### src/rtl/decim_scan_if.sv
// Handshake and RAM-port bundle between the decimation scan sequencer and its host/RAMs.
interface decim_scan_if #(
  parameter int ADDR_W = 15
);
  logic              start;
  logic [2:0]        escala;
  logic [ADDR_W-1:0] src_addr;
  logic              src_rd;
  logic [7:0]        src_data;
  logic [ADDR_W-1:0] dst_addr;
  logic [7:0]        dst_data;
  logic              dst_we;
  logic              busy;
  logic              done;
  logic              error;
  logic [9:0]        out_w;
  logic [9:0]        out_h;

  modport master (
    input  start, escala, src_data,
    output src_addr, src_rd, dst_addr, dst_data, dst_we, busy, done, error, out_w, out_h
  );

  modport slave (
    output start, escala, src_data,
    input  src_addr, src_rd, dst_addr, dst_data, dst_we, busy, done, error, out_w, out_h
  );
endinterface

### src/rtl/decim_scan_ctrl.sv
// Decimation scan sequencer: walks kept source pixels in raster order with step
// counters and copies each one to a linearly addressed destination buffer.
//
// state | meaning
// IDLE  | waiting for start; escala=0 on start raises error
// RD    | source read of pixel (x,y) at row_base+x
// WR    | destination write of returned data, advance x/y
// DONE  | one-cycle completion pulse
module decim_scan_ctrl #(
  parameter int SRC_W  = 160,
  parameter int SRC_H  = 120,
  parameter int ADDR_W = 15
) (
  input  logic         clk,
  input  logic         rst,
  decim_scan_if.master bus
);

  typedef enum logic [1:0] {IDLE, RD, WR, DONE} state_t;

  state_t            state_q, state_d;
  logic [2:0]        esc_q;
  logic [9:0]        x_q, y_q;
  logic [ADDR_W-1:0] row_base_q, step_q, dst_cnt_q, dst_addr_q;
  logic [9:0]        out_w_q, out_h_q;
  logic              error_q;

  logic [9:0]        w_calc, h_calc;
  logic [ADDR_W-1:0] step_calc;
  logic [10:0]       x_sum, y_sum;
  logic              x_more, y_more, accept;

  logic              src_rd, dst_we, busy, done;
  logic [7:0]        dst_data;
  logic [ADDR_W-1:0] dst_addr;

  function automatic logic [9:0] ceil_div(input int n, input int k);
    return 10'((n + k - 1) / k);
  endfunction

  // Every legal factor has its dimensions and row step folded to constants.
  always_comb begin
    w_calc    = '0;
    h_calc    = '0;
    step_calc = '0;
    for (int k = 1; k < 8; k++) begin
      if (bus.escala == 3'(k)) begin
        w_calc    = ceil_div(SRC_W, k);
        h_calc    = ceil_div(SRC_H, k);
        step_calc = ADDR_W'(k * SRC_W);
      end
    end
  end

  assign x_sum  = {1'b0, x_q} + {8'd0, esc_q};
  assign y_sum  = {1'b0, y_q} + {8'd0, esc_q};
  assign x_more = x_sum < 11'(SRC_W);
  assign y_more = y_sum < 11'(SRC_H);
  assign accept = (state_q == IDLE) && bus.start && (bus.escala != 3'd0);

  always_ff @(posedge clk or posedge rst) begin
    if (rst) state_q <= IDLE;
    else     state_q <= state_d;
  end

  always_comb begin
    state_d  = state_q;
    src_rd   = 1'b0;
    dst_we   = 1'b0;
    busy     = 1'b0;
    done     = 1'b0;
    dst_data = 8'd0;
    dst_addr = dst_addr_q;
    unique case (state_q)
      IDLE: if (accept) state_d = RD;
      RD: begin
        src_rd  = 1'b1;
        busy    = 1'b1;
        state_d = WR;
      end
      WR: begin
        dst_we   = 1'b1;
        busy     = 1'b1;
        dst_data = bus.src_data;
        dst_addr = dst_cnt_q;
        state_d  = (x_more || y_more) ? RD : DONE;
      end
      DONE: begin
        done    = 1'b1;
        state_d = IDLE;
      end
      default: state_d = IDLE;
    endcase
  end

  always_ff @(posedge clk or posedge rst) begin
    if (rst) begin
      esc_q      <= '0;
      x_q        <= '0;
      y_q        <= '0;
      row_base_q <= '0;
      step_q     <= '0;
      dst_cnt_q  <= '0;
      dst_addr_q <= '0;
      out_w_q    <= '0;
      out_h_q    <= '0;
      error_q    <= 1'b0;
    end else begin
      error_q <= (state_q == IDLE) && bus.start && (bus.escala == 3'd0);
      if (accept) begin
        esc_q      <= bus.escala;
        x_q        <= '0;
        y_q        <= '0;
        row_base_q <= '0;
        dst_cnt_q  <= '0;
        step_q     <= step_calc;
        out_w_q    <= w_calc;
        out_h_q    <= h_calc;
      end
      if (state_q == WR) begin
        dst_addr_q <= dst_cnt_q;
        dst_cnt_q  <= dst_cnt_q + 1'b1;
        if (x_more) begin
          x_q <= x_sum[9:0];
        end else if (y_more) begin
          x_q        <= '0;
          y_q        <= y_sum[9:0];
          row_base_q <= row_base_q + step_q;
        end
      end
    end
  end

  // x and row_base are frozen outside WR, so the read address holds its last value.
  assign bus.src_addr = row_base_q + ADDR_W'(x_q);
  assign bus.src_rd   = src_rd;
  assign bus.dst_addr = dst_addr;
  assign bus.dst_data = dst_data;
  assign bus.dst_we   = dst_we;
  assign bus.busy     = busy;
  assign bus.done     = done;
  assign bus.error    = error_q;
  assign bus.out_w    = out_w_q;
  assign bus.out_h    = out_h_q;

endmodule

### src/flat_wrapper.sv
// flat-port wrapper written by rule: the top's interface ports become plain ports
module decim_scan_ctrl_flat 
#(
  parameter int SRC_W  = 160,
  parameter int SRC_H  = 120,
  parameter int ADDR_W = 15
)
  (clk, rst, bus_start, bus_escala, bus_src_data, bus_src_addr, bus_src_rd, bus_dst_addr, bus_dst_data, bus_dst_we, bus_busy, bus_done, bus_error, bus_out_w, bus_out_h);
  decim_scan_if #(.ADDR_W(ADDR_W)) bus_i ();
  input  logic clk;
  input  logic rst;
  input wire logic [$bits(bus_i.start)-1:0] bus_start;
  input wire logic [$bits(bus_i.escala)-1:0] bus_escala;
  input wire logic [$bits(bus_i.src_data)-1:0] bus_src_data;
  output wire logic [$bits(bus_i.src_addr)-1:0] bus_src_addr;
  output wire logic [$bits(bus_i.src_rd)-1:0] bus_src_rd;
  output wire logic [$bits(bus_i.dst_addr)-1:0] bus_dst_addr;
  output wire logic [$bits(bus_i.dst_data)-1:0] bus_dst_data;
  output wire logic [$bits(bus_i.dst_we)-1:0] bus_dst_we;
  output wire logic [$bits(bus_i.busy)-1:0] bus_busy;
  output wire logic [$bits(bus_i.done)-1:0] bus_done;
  output wire logic [$bits(bus_i.error)-1:0] bus_error;
  output wire logic [$bits(bus_i.out_w)-1:0] bus_out_w;
  output wire logic [$bits(bus_i.out_h)-1:0] bus_out_h;
  assign bus_i.start = bus_start;
  assign bus_i.escala = bus_escala;
  assign bus_i.src_data = bus_src_data;
  assign bus_src_addr = bus_i.src_addr;
  assign bus_src_rd = bus_i.src_rd;
  assign bus_dst_addr = bus_i.dst_addr;
  assign bus_dst_data = bus_i.dst_data;
  assign bus_dst_we = bus_i.dst_we;
  assign bus_busy = bus_i.busy;
  assign bus_done = bus_i.done;
  assign bus_error = bus_i.error;
  assign bus_out_w = bus_i.out_w;
  assign bus_out_h = bus_i.out_h;
  decim_scan_ctrl #(.SRC_W(SRC_W), .SRC_H(SRC_H), .ADDR_W(ADDR_W)) u_core (.clk(clk), .rst(rst), .bus(bus_i));
endmodule
### config.mk
export PLATFORM = sky130hd
export DESIGN_NAME = decim_scan_ctrl_flat
export DESIGN_NICKNAME = d
export VERILOG_FILES = /design/src/rtl/decim_scan_if.sv /design/src/rtl/decim_scan_ctrl.sv /design/src/flat_wrapper.sv
export SDC_FILE = /design/constraint.sdc
export NUM_CORES = 1
export LEC_CHECK = 0
export BUFFER_PORTS_ARGS = -buffer_cell sky130_fd_sc_hd__buf_2
export CORE_UTILIZATION = 52
export CTS_CLUSTER_DIAMETER = 40
export DETAILED_ROUTE_END_ITERATION = 8
export PLACE_DENSITY = 0.84
export SYNTH_ARGS = -nofsm -noshare
export SYNTH_HDL_FRONTEND = slang
export SYNTH_SLANG_ARGS = --single-unit
### constraint.sdc
create_clock -name clk -period 2.9 [get_ports clk]
set_clock_uncertainty 0.2 [all_clocks]
set_input_delay 0.58 -clock clk [delete_from_list [all_inputs] [get_ports clk]]
set_output_delay 0.58 -clock clk [all_outputs]
set_load 0.03 [all_outputs]
=== After elaboration in Yosys (flattened, before gate mapping) ===
Cells that the tools add are included.

* Shift-type cells: 0
* Bitwise gates (word level): 0
* Reductions and logical operators: 9
* Multiply operators: 0
* Equality and inequality tests: 11
* Order comparisons: 2
* Muxes and demuxes: 44
* Divide/modulo/power cells: 0
* $add $sub $neg: 5

{| class="wikitable"
|+ Operator list
! cell !! number
|-
| two-way mux 10 bit || 11
|-
| two-way mux 15 bit || 7
|-
| two-way mux 8 bit || 9
|-
| two-way mux 7 bit || 7
|-
| adder 10 x 3 -> 11 bit || 2
|-
| two-way mux 9 bit || 2
|-
| adder 15 x 1 -> 15 bit, second input constant || 1
|-
| adder 15 x 10 -> 15 bit || 1
|-
| adder 15 bit || 1
|-
| equality test 3 bit, second input constant || 4
|-
| less-than comparator 11 x 7 -> 1 bit, second input constant || 1
|-
| less-than comparator 11 x 8 -> 1 bit, second input constant || 1
|-
| two-way mux 11 bit || 1
|-
| case mux 2 bit (4 select lines) || 1
|-
| equality test 3 x 2 -> 1 bit, second input constant || 2
|-
| equality test 2 bit, second input constant || 2
|-
| two-way mux 1 bit || 4
|-
| two-way mux 2 bit || 2
|-
| equality test 3 x 1 -> 1 bit, second input constant || 1
|-
| logical AND 1 bit || 3
|-
| logical NOT 3 bit || 1
|-
| nonzero test 3 bit || 1
|-
| equality test 2 x 1 -> 1 bit, second input constant || 1
|-
| logical NOT 2 bit || 1
|-
| other kinds (4) || 4
|}

* Flip-flop bits (word level): 106
* Word-level logic and storage cells: 82
* Memories: 0
* Bits in writable memories: 0
* Input port bits: 14
* Bits in latches: 0
* Output and inout bits: 63
* Bits in read-only memories: 0

=== Depth between registers and ports, before layout ===
Gate-level depths: netlist (run 1).

* Depth in word-level cells: 8
* Mapped depth: 12
* Gate-level depth less buffers: 10

=== Worst setup path after synthesis (run 1) ===
Ideal clock, no wire load.

* Kind: flip-flop to output port
* Start: reg u_core.x_q[0]
* End: out bus_src_addr[14]
* Path buffers: 0
* Data required time: 2.120 ns
* Path slack: -0.314 ns
* Stages on the path, launching flop included: 11
* Arrival time: 2.434 ns
* Cells stage by stage: dfrtp_1 > ha_1 > inv_1 > fa_1 > nor2b_1 > o21ai_0 > a21oi_1 > a311oi_1 > nor3_1 > nand3_1 > xnor2_1

* Longest elaborated chain between the ends: 1

{| class="wikitable"
|+ Ends and longest elaborated chain
! item !! RTL line !! text
|-
| start: declaration || decim_scan_ctrl.sv:23 || <nowiki>logic [9:0] x_q, y_q;</nowiki>
|-
| start signal: assignment || decim_scan_ctrl.sv:124 || <nowiki>x_q <= x_sum[9:0];</nowiki>
|-
| adder 15 x 10 -> 15 bit || decim_scan_ctrl.sv:135 || <nowiki>assign bus.src_addr = row_base_q + ADDR_W'(x_q);</nowiki>
|-
| end: declaration || flat_wrapper.sv:15 || <nowiki>output wire logic [$bits(bus_i.src_addr)-1:0] bus_src_addr;</nowiki>
|}

Every way passes these cells.

=== Worst setup path in the final report (run 1) ===
* Start: reg u_core.x_q[0]
* End: out bus_src_addr[12]

Same word-level chain as after synthesis.

==> results.md, run 1 <==
- Slew HR: 0.502
- Ys Warns: 0
- Most used DFF post-synth: dfrtp_1
- P&R area growth vs syn: 26.6%
- Netlist cell types: 62
- N_diodes: 0
- I/O Buffers: 70
- Met2 GRT Util: 0.435
- Initial Utilization: 0.546
- Initial antenna violation count: 0
- GRT Max-Usage Layer: met2
- Worst Path Arrival: 2590 ps
- Worst Setup End Kind: primary output
- Critical R2R Capture: u_core.row_base_q[11]$_DFF_PP0_
- Clock buffer depth: 2
- Drt total wl: 13,100 microns
- Final worst path period need: 3370 ps
- TNS Setup: -10,510 ps
- GR Util met1: 0.326
- Post-place instance area: 5850 sq um
- Detailed Place HPWL: 8420 microns
- Area fraction of the dominant cell type after synthesis: 0.435
- Crit share post-route: 1.16
- Max-Cap Viols: 0
- Failing checks: setup timing
- H-tree depth: 3
- Worst-margin pin slew: 736 ps
- Outcome: finished, violations left
- Leakage power: 3.17 nW
- Routability cong.: 0.880
- Finished Cell Area: 6480 sq um
- Clock slew at reported path FFs: 90 ps
- Share of cells above drive strength 1: 0.314
- Finished Layout Cells: 775
- Peak Freq: 297 MHz
- Post-synthesis sequential area ratio: 0.435
- Final Hold Viols: 0
- Cell count after synthesis: 531
- Fin Hold WS: 7.58 ps
- Placed cells: 741
- Yosys top cell by area: dfrtp_1
- HP Class: in2async
- GRT Util Overall: 0.255
- Total power: 5.22 mW
- Die width: 101 microns
- GR Util met3: 0.0421
- Die Area: 10,200 sq um
- Mapped Area: 5120 sq um
- RSZ-0062 raised after global routing: yes
- Async S/R FF share, synth: 1.00
- Post-synth EDFFs: 0
- DRT Pass-1 Iters: 4
- First-pass GRT wire length: 20,500 microns
- Avg Cell Area, Syn: 9.64 sq um
- Final nets: 687
- Worst reg2reg setup slack: -420 ps
- Largest net degree at the start of global routing: 73
- Remaining antenna violation count: 0
- Placeable Area: 9370 sq um
- Startpoint types: flip-flop
- IO Count: 77
- Top-count cell post-synth: dfrtp_1
- DRC viols: 0
- Critical path class: reg2out
- Clock sink count: 89
- RR Startpoint: u_core.x_q[0]$_DFF_PP0_
- Synth Register Bits: 89
- Die H: 101 microns
- Setup-violating endpoint count in the final report: 44
- Top post-synthesis cells by area: dfrtp_1 44%, ha_1 6.8%, nand2_1 5.6%
- Worst Setup EP: bus_src_addr[12]
- Initial DRC count: 296
- Worst setup path startpoint: u_core.x_q[0]$_DFF_PP0_
- Worst Path Max Fanout: 3
- Final setup margin: -470 ps
- Global route overflow: 0
- Vias per std cell: 5.73
- Clk_lat worst skew: 370 ps
- CTS tree: built
- Worst EP required: 2120 ps
- Number of global-route vias before repair: 4,309
- Worst vdd ir: 0.492 mV
- Rows: 35
- Clock root cell: clkbuf_8
- Slew Limit Fails: 0
- R2R cell count: 14
- DR WL/cell: 16.9 microns
- Total CTS buffers: 9
- Vias: 4,442
- Power Dens Cells: 805 nW/um^2
- Synth top cells by count: 89 x dfrtp_1, 76 x nand2_1, 41 x o21ai_0
## worst min path at each step
stage / depth (start not counted) / end / slack (ps) / from
2_1_floorplan: 2 / u_core.step_q[5]$_DFFE_PP0P_ / 250 / u_core.step_q[5]$_DFFE_PP0P_
3_3_place_gp: 2 / u_core.bus.out_w[2]$_DFFE_PP0P_ / 260 / u_core.bus.out_w[2]$_DFFE_PP0P_
3_5_place_dp: 1 / u_core.bus.out_w[6]$_DFFE_PP0P_ / 280 / u_core.bus.out_w[6]$_DFFE_PP0P_
4_1_cts: 2 / u_core.dst_addr_q[4]$_DFF_PP0_ / 5 / rst
5_1_grt: 2 / u_core.dst_cnt_q[12]$_DFFE_PP0P_ / 30 / rst
6_report: 2 / u_core.dst_addr_q[0]$_DFF_PP0_ / 8 / rst
## registers in the layout, indices dropped and copies added, names as in the netlist
signal / count
u_core.bus.error: 1
u_core.step_q: 5
u_core.bus.out_h: 6
u_core.state_q: 2
u_core.row_base_q: 15
u_core.dst_cnt_q: 15
u_core.dst_addr_q: 15
u_core.x_q: 10
u_core.bus.out_w: 7
u_core.y_q: 10
u_core.esc_q: 3
## worst max-delay path, stage by stage (launching register included)
cell and delay, ps:
dfrtp_1 380, ha_2 190, inv_2 40, fa_2 350
nor2b_2 140, o21ai_2 80, a21oi_2 200, a311oi_2 130
nor3_2 110, buf_4 170, nand3_4 110, xnor2_4 170
buf_6 150
## metal layers
metal,up-vias,wire (microns)
met5,-,0
met4,0,522
met3,47,680
met2,154,6520
met1,2188,5350
li1,2053,-
## layout make-up
| type | instances | area [sq um] |
|---|---|---|
| well taps | 129 | 161 |
| clock inverters | 6 | 90.1 |
| flip-flops and latches | 89 | 2230 |
| multi-input cells | 397 | 2930 |
| repair buffers | 119 | 832 |
| fillers | 677 | 2890 |
| clock buffers | 10 | 138 |
| inverters | 25 | 97.6 |
## power breakdown
group / internal, mW / leakage (nW) / switching [mW]
sequential: 1.54 / 1.18 / 0.272
combinational: 0.917 / 1.87 / 1.52
clock: 0.512 / 0.113 / 0.461
## cells by family after synthesis
logic type,after synthesis,synth area share
and+or+nand+nor,191,0.184
AOI/OAI and AO/OA,109,0.135
DFF,89,0.435
buffers and inverters,50,0.0469
muxes,34,0.0711
adders and majority gates,32,0.0841
xor gates and xnor gates,25,0.0428
other,1,0.000733
## through the flow
| step | setup slack (ps) | util |
|---|---|---|
| floorplan | -108 | - |
| global placement | -80.6 | 0.624 |
| detailed placement | -236 | 0.624 |
| CTS | -460 | 0.677 |
| global route | -587 | 0.691 |
| finish | -470 | 0.691 |
## layout by cell type (no fill, tap or decap), drive strengths merged, types with 3 or more instances in the layout
cell type | Yosys | routed
buf | 14 | 119
dfrtp | 89 | 89
nand2 | 76 | 76
o21ai | 43 | 43
ha | 28 | 28
nor2 | 26 | 26
inv | 25 | 25
a21oi | 22 | 22
mux2 | 19 | 19
xnor2 | 18 | 18
nand3 | 17 | 17
mux2i | 15 | 15
and2 | 15 | 15
clkbuf | 11 | 10
nor3 | 10 | 10
nor2b | 10 | 10
nand2b | 8 | 8
and3 | 7 | 7
xor2 | 7 | 7
conb | 1 | 6
a21o | 5 | 5
or3 | 5 | 5
nand4 | 4 | 4
a22o | 4 | 4
a31oi | 4 | 4
fa | 4 | 4
or2 | 3 | 3
a211oi | 3 | 3
a32o | 3 | 3
## what timing repair did
action	in CTS	in global routing
hold buffers	0	0
setup buffers	12	10
gates resized for setup	51	32
pin swaps	12	19
gates cloned	1	0
setup endpoints to repair	32	44
No activity file was read; power rests on OpenSTA's default activity.
==> run 2: changes to the inputs <==
CELL_PAD_IN_SITES_DETAIL_PLACEMENT = 1   (was default)
CELL_PAD_IN_SITES_GLOBAL_PLACEMENT = 2   (was default)
CORE_UTILIZATION = 32   (was 52)
PLACE_DENSITY = 0.83   (was 0.84)
==> run 2 against run 1 <==
Effect of this change:
- the run still ends with setup timing left
- wire length rose by 5.8%
- final cell count is 11% higher
- via count down 3.4%
- register-to-register slack improved by 210 ps
- utilization down 25 points
- total power grew 6.1%
- fmax grew 0.60%
==> results.md, run 2 (synthesized netlist as in run 1, its figures left out) <==
- I/O Buffers: 70
- Worst EP required: 2120 ps
- Initial antenna violation count: 0
- Slew Limit Fails: 0
- RR Startpoint: u_core.x_q[1]$_DFF_PP0_
- Slew HR: 0.560
- Max-Cap Viols: 0
- IO Count: 77
- Worst reg2reg setup slack: -210 ps
- Placeable Area: 15,400 sq um
- Critical path class: reg2out
- DRT Pass-1 Iters: 4
- Remaining antenna violation count: 0
- Routability cong.: 0.784
- Startpoint types: flip-flop
- Total power: 5.54 mW
- Peak Freq: 298 MHz
- Finished Layout Cells: 862
- Vias per std cell: 4.98
- Commonest cells after routing, fill and taps aside: 89 x dfrtp_1, 76 x nand2_1, 59 x buf_2, 53 x buf_4, 36 x o21ai_0
- Initial DRC count: 187
- Total CTS buffers: 9
- Final Hold Viols: 0
- Crit share post-route: 1.16
- Placed cells: 829
- Worst-margin pin slew: 650 ps
- Number of global-route vias before repair: 4,504
- Initial Utilization: 0.332
- Final worst path period need: 3350 ps
- Detailed Place HPWL: 9690 microns
- Internal: 3.29 mW
- R2R cell count: 10
- Clock buffer depth: 2
- Clock share of power: 0.232
- Largest net degree at the start of global routing: 90
- Die H: 128 microns
- Commonest non-fill, non-tap cell in the layout: dfrtp_1
- DRC viols: 0
- Drt total wl: 13,800 microns
- HP Class: in2async
- Final core occ: 0.437
- Failing checks: setup timing
- First-pass GRT wire length: 22,700 microns
- Die width: 128 microns
- Final nets: 693
- Reported net switching power: 2.25 mW
- Clk_lat worst skew: 340 ps
- Combinational Power Share: 0.442
- Share of cells above drive strength 1: 0.316
- RSZ-0062 raised after global routing: yes
- Critical R2R Capture: u_core.row_base_q[12]$_DFF_PP0_
- Clock slew at reported path FFs: 60 ps
- Clock sink count: 89
- Worst vdd ir: 0.472 mV
- TNS Setup: -5350 ps
- Rows: 45
- Outcome: finished, violations left
- GRT Util Overall: 0.172
- N_diodes: 0
- Vias: 4,290
- P&R area growth vs syn: 31.8%
- Clock root cell: clkbuf_16
- Final setup margin: -450 ps
- Leakage power: 3.25 nW
- Worst Path Max Fanout: 2
- Global route overflow: 0
- Fin Hold WS: 174 ps
- Sequential share of power: 0.327
- CTS tree: built
- Die Area: 16,500 sq um
- Worst Path Arrival: 2570 ps
- Hold_buf cts: 0
- Power Dens Cells: 822 nW/um^2
- Biggest registers after layout: u_core.dst_addr_q x15, u_core.dst_cnt_q x15, u_core.row_base_q x15
- Setup-violating endpoint count in the final report: 30
- Switching Fraction: 0.406
- H-tree depth: 3
- DR WL/cell: 16.0 microns
- Worst Setup End Kind: primary output
[run 2: cell count changes in the layout (fill, tap and decap cells not counted), sizes merged]
cell,change
clkinv,-2
clkinvlp,-1
clkbuf,+3
inv,-1
buf,+6
[run 2: stage by stage]
stage | instance area [sq um] | worst slack (ps)
after global placement | 6020 | -127
after floorplan | 5220 | -108
after detailed placement | 6020 | -321
after global routing | 6740 | -570
after CTS | 6540 | -472
final | 6740 | -450
[run 2: critical path, cell delays in order, from the launching register on]
cell	delay, ps
dfrtp_1	390
ha_2	210
buf_4	130
a21o_1	180
a21oi_2	150
o211ai_1	140
a311o_1	410
a21oi_2	160
buf_4	130
nor2b_2	40
xor2_2	150
buf_6	150
[run 2: layer usage]
layer | wire, microns | global-route usage | vias up
li1 | - | - | 2060
met1 | 6460 | 0.224 | 2158
met2 | 6840 | 0.293 | 59
met3 | 304 | 0.0279 | 13
met4 | 213 | 0.0561 | 0
met5 | 0 | 0 | -
[run 2: worst max path at each step]
stage               cells past startpoint          endpoint                        startpoint  slack [ps]
global route                           12  bus_src_addr[14]  u_core.row_base_q[0]$_DFFE_PP0P_        -570
global placement                       11  bus_src_addr[12]           u_core.x_q[0]$_DFF_PP0_        -130
finish                                 11  bus_src_addr[13]           u_core.x_q[0]$_DFF_PP0_        -450
CTS                                    12  bus_src_addr[12]           u_core.x_q[0]$_DFF_PP0_        -470
floorplan                              10  bus_src_addr[14]           u_core.x_q[0]$_DFF_PP0_        -110
detailed placement                     11  bus_src_addr[12]           u_core.x_q[0]$_DFF_PP0_        -320
[run 2: what timing repair did]
action | 4_1_cts | 5_1_grt
setup buffers | 9 | 14
pin swaps | 5 | 24
gates cloned | 0 | 0
endpoints found under the setup margin | 31 | 44
resized for setup | 37 | 30
[run 2: power by group through the flow]
stage / registers, mW / logic, mW / clock network, mW
CTS: 1.81 / 2.34 / 1.32
floorplan: 1.92 / 1.49 / 0
finish: 1.81 / 2.45 / 1.28
detailed placement: 1.82 / 2.30 / 0
global placement: 1.81 / 2.22 / 0
global route: 1.86 / 2.69 / 1.37
[run 2: area by class of cell]
class	instances	area, sq um
multi-input combinational	397	2940
inverter	25	97.6
fill	1792	8680
clock inverter	2	60.1
sequential	89	2230
clock buffer	13	270
timing repair buffer	125	882
tap	211	264
==> run 3: changes to the inputs <==
PLACE_DENSITY = 0.85   (was 0.83)
==> run 3 against run 2 <==
Effect of this change:
- the flow still finishes with violations (setup timing)
- clock power decreased by 9%
- via count up 0.84%
- utilization decreased by 0.31 points
- worst hold slack got worse by 20 ps
- global-route usage is 0.87 points higher
- count of clock-buffer cells in the layout is 2 lower
- register-to-register slack worse by 230 ps
- worst setup slack gained 7.9 ps
- sequential share of layout area up 0.25 points
- highest routed layer unchanged
==> results.md, run 3 (synthesized netlist as in run 1, its figures left out) <==
- Outcome: finished, violations left
- Failing checks: setup timing
- Placeable Area: 15,400 sq um
- R2R cell count: 14
- Vias per std cell: 5.02
- I/O Buffers: 70
- Worst Path Arrival: 2560 ps
- Worst EP required: 2120 ps
- Worst-margin pin slew: 704 ps
- Final nets: 692
- Largest net degree at the start of global routing: 51
- CP bufs+invs: 2
- Remaining antenna violation count: 0
- Total power: 5.45 mW
- Routability cong.: 0.804
- First-pass GRT wire length: 23,500 microns
- Crit share post-route: 1.15
- Final core occ: 0.434
- Crit-path slowest cell: dfrtp_1
- Clock slew at reported path FFs: 60 ps
- Vias: 4,326
- Biggest registers after layout: u_core.dst_addr_q x15, u_core.dst_cnt_q x15, u_core.row_base_q x15
- Hold_buf cts: 0
- H-tree depth: 3
- Final setup margin: -442 ps
- Rows: 45
- Clock sink count: 89
- RR Startpoint: u_core.x_q[0]$_DFF_PP0_
- Setup-violating endpoint count in the final report: 42
- Detailed Place HPWL: 9730 microns
- Reported net switching power: 2.30 mW
- RSZ-0062 raised after global routing: yes
- Sequential share of power: 0.334
- Die width: 128 microns
- Power Dens Cells: 814 nW/um^2
- Die H: 128 microns
- Clock root cell: clkbuf_16
- GRT Util Overall: 0.181
- Cell family with most CP delay: simple AND/OR/NAND/NOR gates
- Total CTS buffers: 9
- Largest stage delay on the critical path: 370 ps
- Worst Setup End Kind: primary output
- Initial Utilization: 0.332
- IO Count: 77
- Commonest cells after routing, fill and taps aside: 88 x dfrtp_1, 75 x nand2_1, 60 x buf_2, 44 x buf_4, 31 x o21ai_0
- Worst reg2reg setup slack: -440 ps
- Leakage power: 3.20 nW
- Number of global-route vias before repair: 4,521
- Critical R2R Capture: u_core.y_q[3]$_DFF_PP0_
- DRC viols: 0
- Peak Freq: 299 MHz
- Startpoint types: flip-flop
- Global route overflow: 0
- Initial antenna violation count: 0
- P&R area growth vs syn: 30.8%
- Slew Limit Fails: 0
- CTS tree: built
- Clock buffer depth: 2
- Worst path cell trace: ha_2 -> inv_2 -> fa_2 -> nor2b_2 -> o21ai_2 -> a21oi_2 -> a311oi_2 -> nor3_2 -> nand3_1 -> xnor2_2 -> buf_6
- Worst vdd ir: 0.533 mV
- Clock share of power: 0.214
- Drt total wl: 14,400 microns
- Die Area: 16,500 sq um
- Worst Path Max Fanout: 3
- Final worst path period need: 3340 ps
- Internal: 3.15 mW
- Critical path class: reg2out
- Switching Fraction: 0.422
- Clk_lat worst skew: 330 ps
- DR WL/cell: 16.7 microns
- Commonest non-fill, non-tap cell in the layout: dfrtp_1
- Combinational Power Share: 0.452
- Slew HR: 0.529
- N_diodes: 0
- Max-Cap Viols: 0
- Share of cells above drive strength 1: 0.320
- DRT Pass-1 Iters: 4
- Final Hold Viols: 0
- HP Class: in2async
- Initial DRC count: 175
## run 3: how the worst max path moves through the flow
| stage | from | endpoint | slack [ps] | cells after the start |
|---|---|---|---|---|
| final | u_core.x_q[0]$_DFF_PP0_ | bus_src_addr[14] | -440 | 11 |
| after global routing | u_core.x_q[0]$_DFF_PP0_ | bus_src_addr[14] | -560 | 11 |
| after CTS | u_core.x_q[0]$_DFF_PP0_ | bus_src_addr[14] | -530 | 11 |
| after detailed placement | u_core.x_q[0]$_DFF_PP0_ | bus_src_addr[12] | -210 | 11 |
| after global placement | u_core.x_q[0]$_DFF_PP0_ | bus_src_addr[12] | -120 | 11 |
| after floorplan | u_core.x_q[0]$_DFF_PP0_ | bus_src_addr[14] | -110 | 10 |
## run 3: worst register-to-register path: cells and delay by family, from the launching register on
kind            cells  cell delay (ps)
flops               1              370
simple gates        2              450
buf+inv             5              470
mux                 3              800
fa+ha+maj           2              510
compound gates      2              450
## run 3: what timing repair did
action                                 in CTS  in global routing
setup buffers                              21                  9
setup endpoints to repair                  33                 45
cloned                                      2                  0
gates resized for setup                    48                 35
endpoints found under the hold margin       0                  0
pin swaps                                  14                 22
## run 3: cell type report
type | instances | area [sq um]
tap | 211 | 264
timing repair buffer | 124 | 911
clock buffer | 11 | 243
inverter | 25 | 97.6
clock inverter | 5 | 55.1
multi-input combinational | 397 | 2900
fill | 1794 | 8730
sequential | 89 | 2230
## run 3: power groups by stage
| stage | sequential (mW) | combinational (mW) | clock [mW] |
|---|---|---|---|
| final | 1.82 | 2.46 | 1.17 |
| after global routing | 1.87 | 2.70 | 1.25 |
| after CTS | 1.82 | 2.34 | 1.20 |
| after detailed placement | 1.83 | 2.26 | 0 |
| after global placement | 1.81 | 2.19 | 0 |
| after floorplan | 1.92 | 1.49 | 0 |
## run 3: per-layer routing
layer,routed length [microns],global-route usage
met3,301,0.0254
met1,6550,0.234
met5,0,0
met4,204,0.0471
met2,7340,0.318
## run 3: through the flow
step	cells	setup slack, ps	setup TNS [ps]	cell area, sq um	hold WS (ps)
2_1_floorplan	536	-108	-147	5220	254
3_3_place_gp	824	-123	-681	5970	274
3_5_place_dp	824	-209	-2440	5970	275
4_1_cts	857	-530	-4770	6570	167
5_1_grt	862	-556	-17640	6700	180
6_report	862	-442	-12690	6700	154
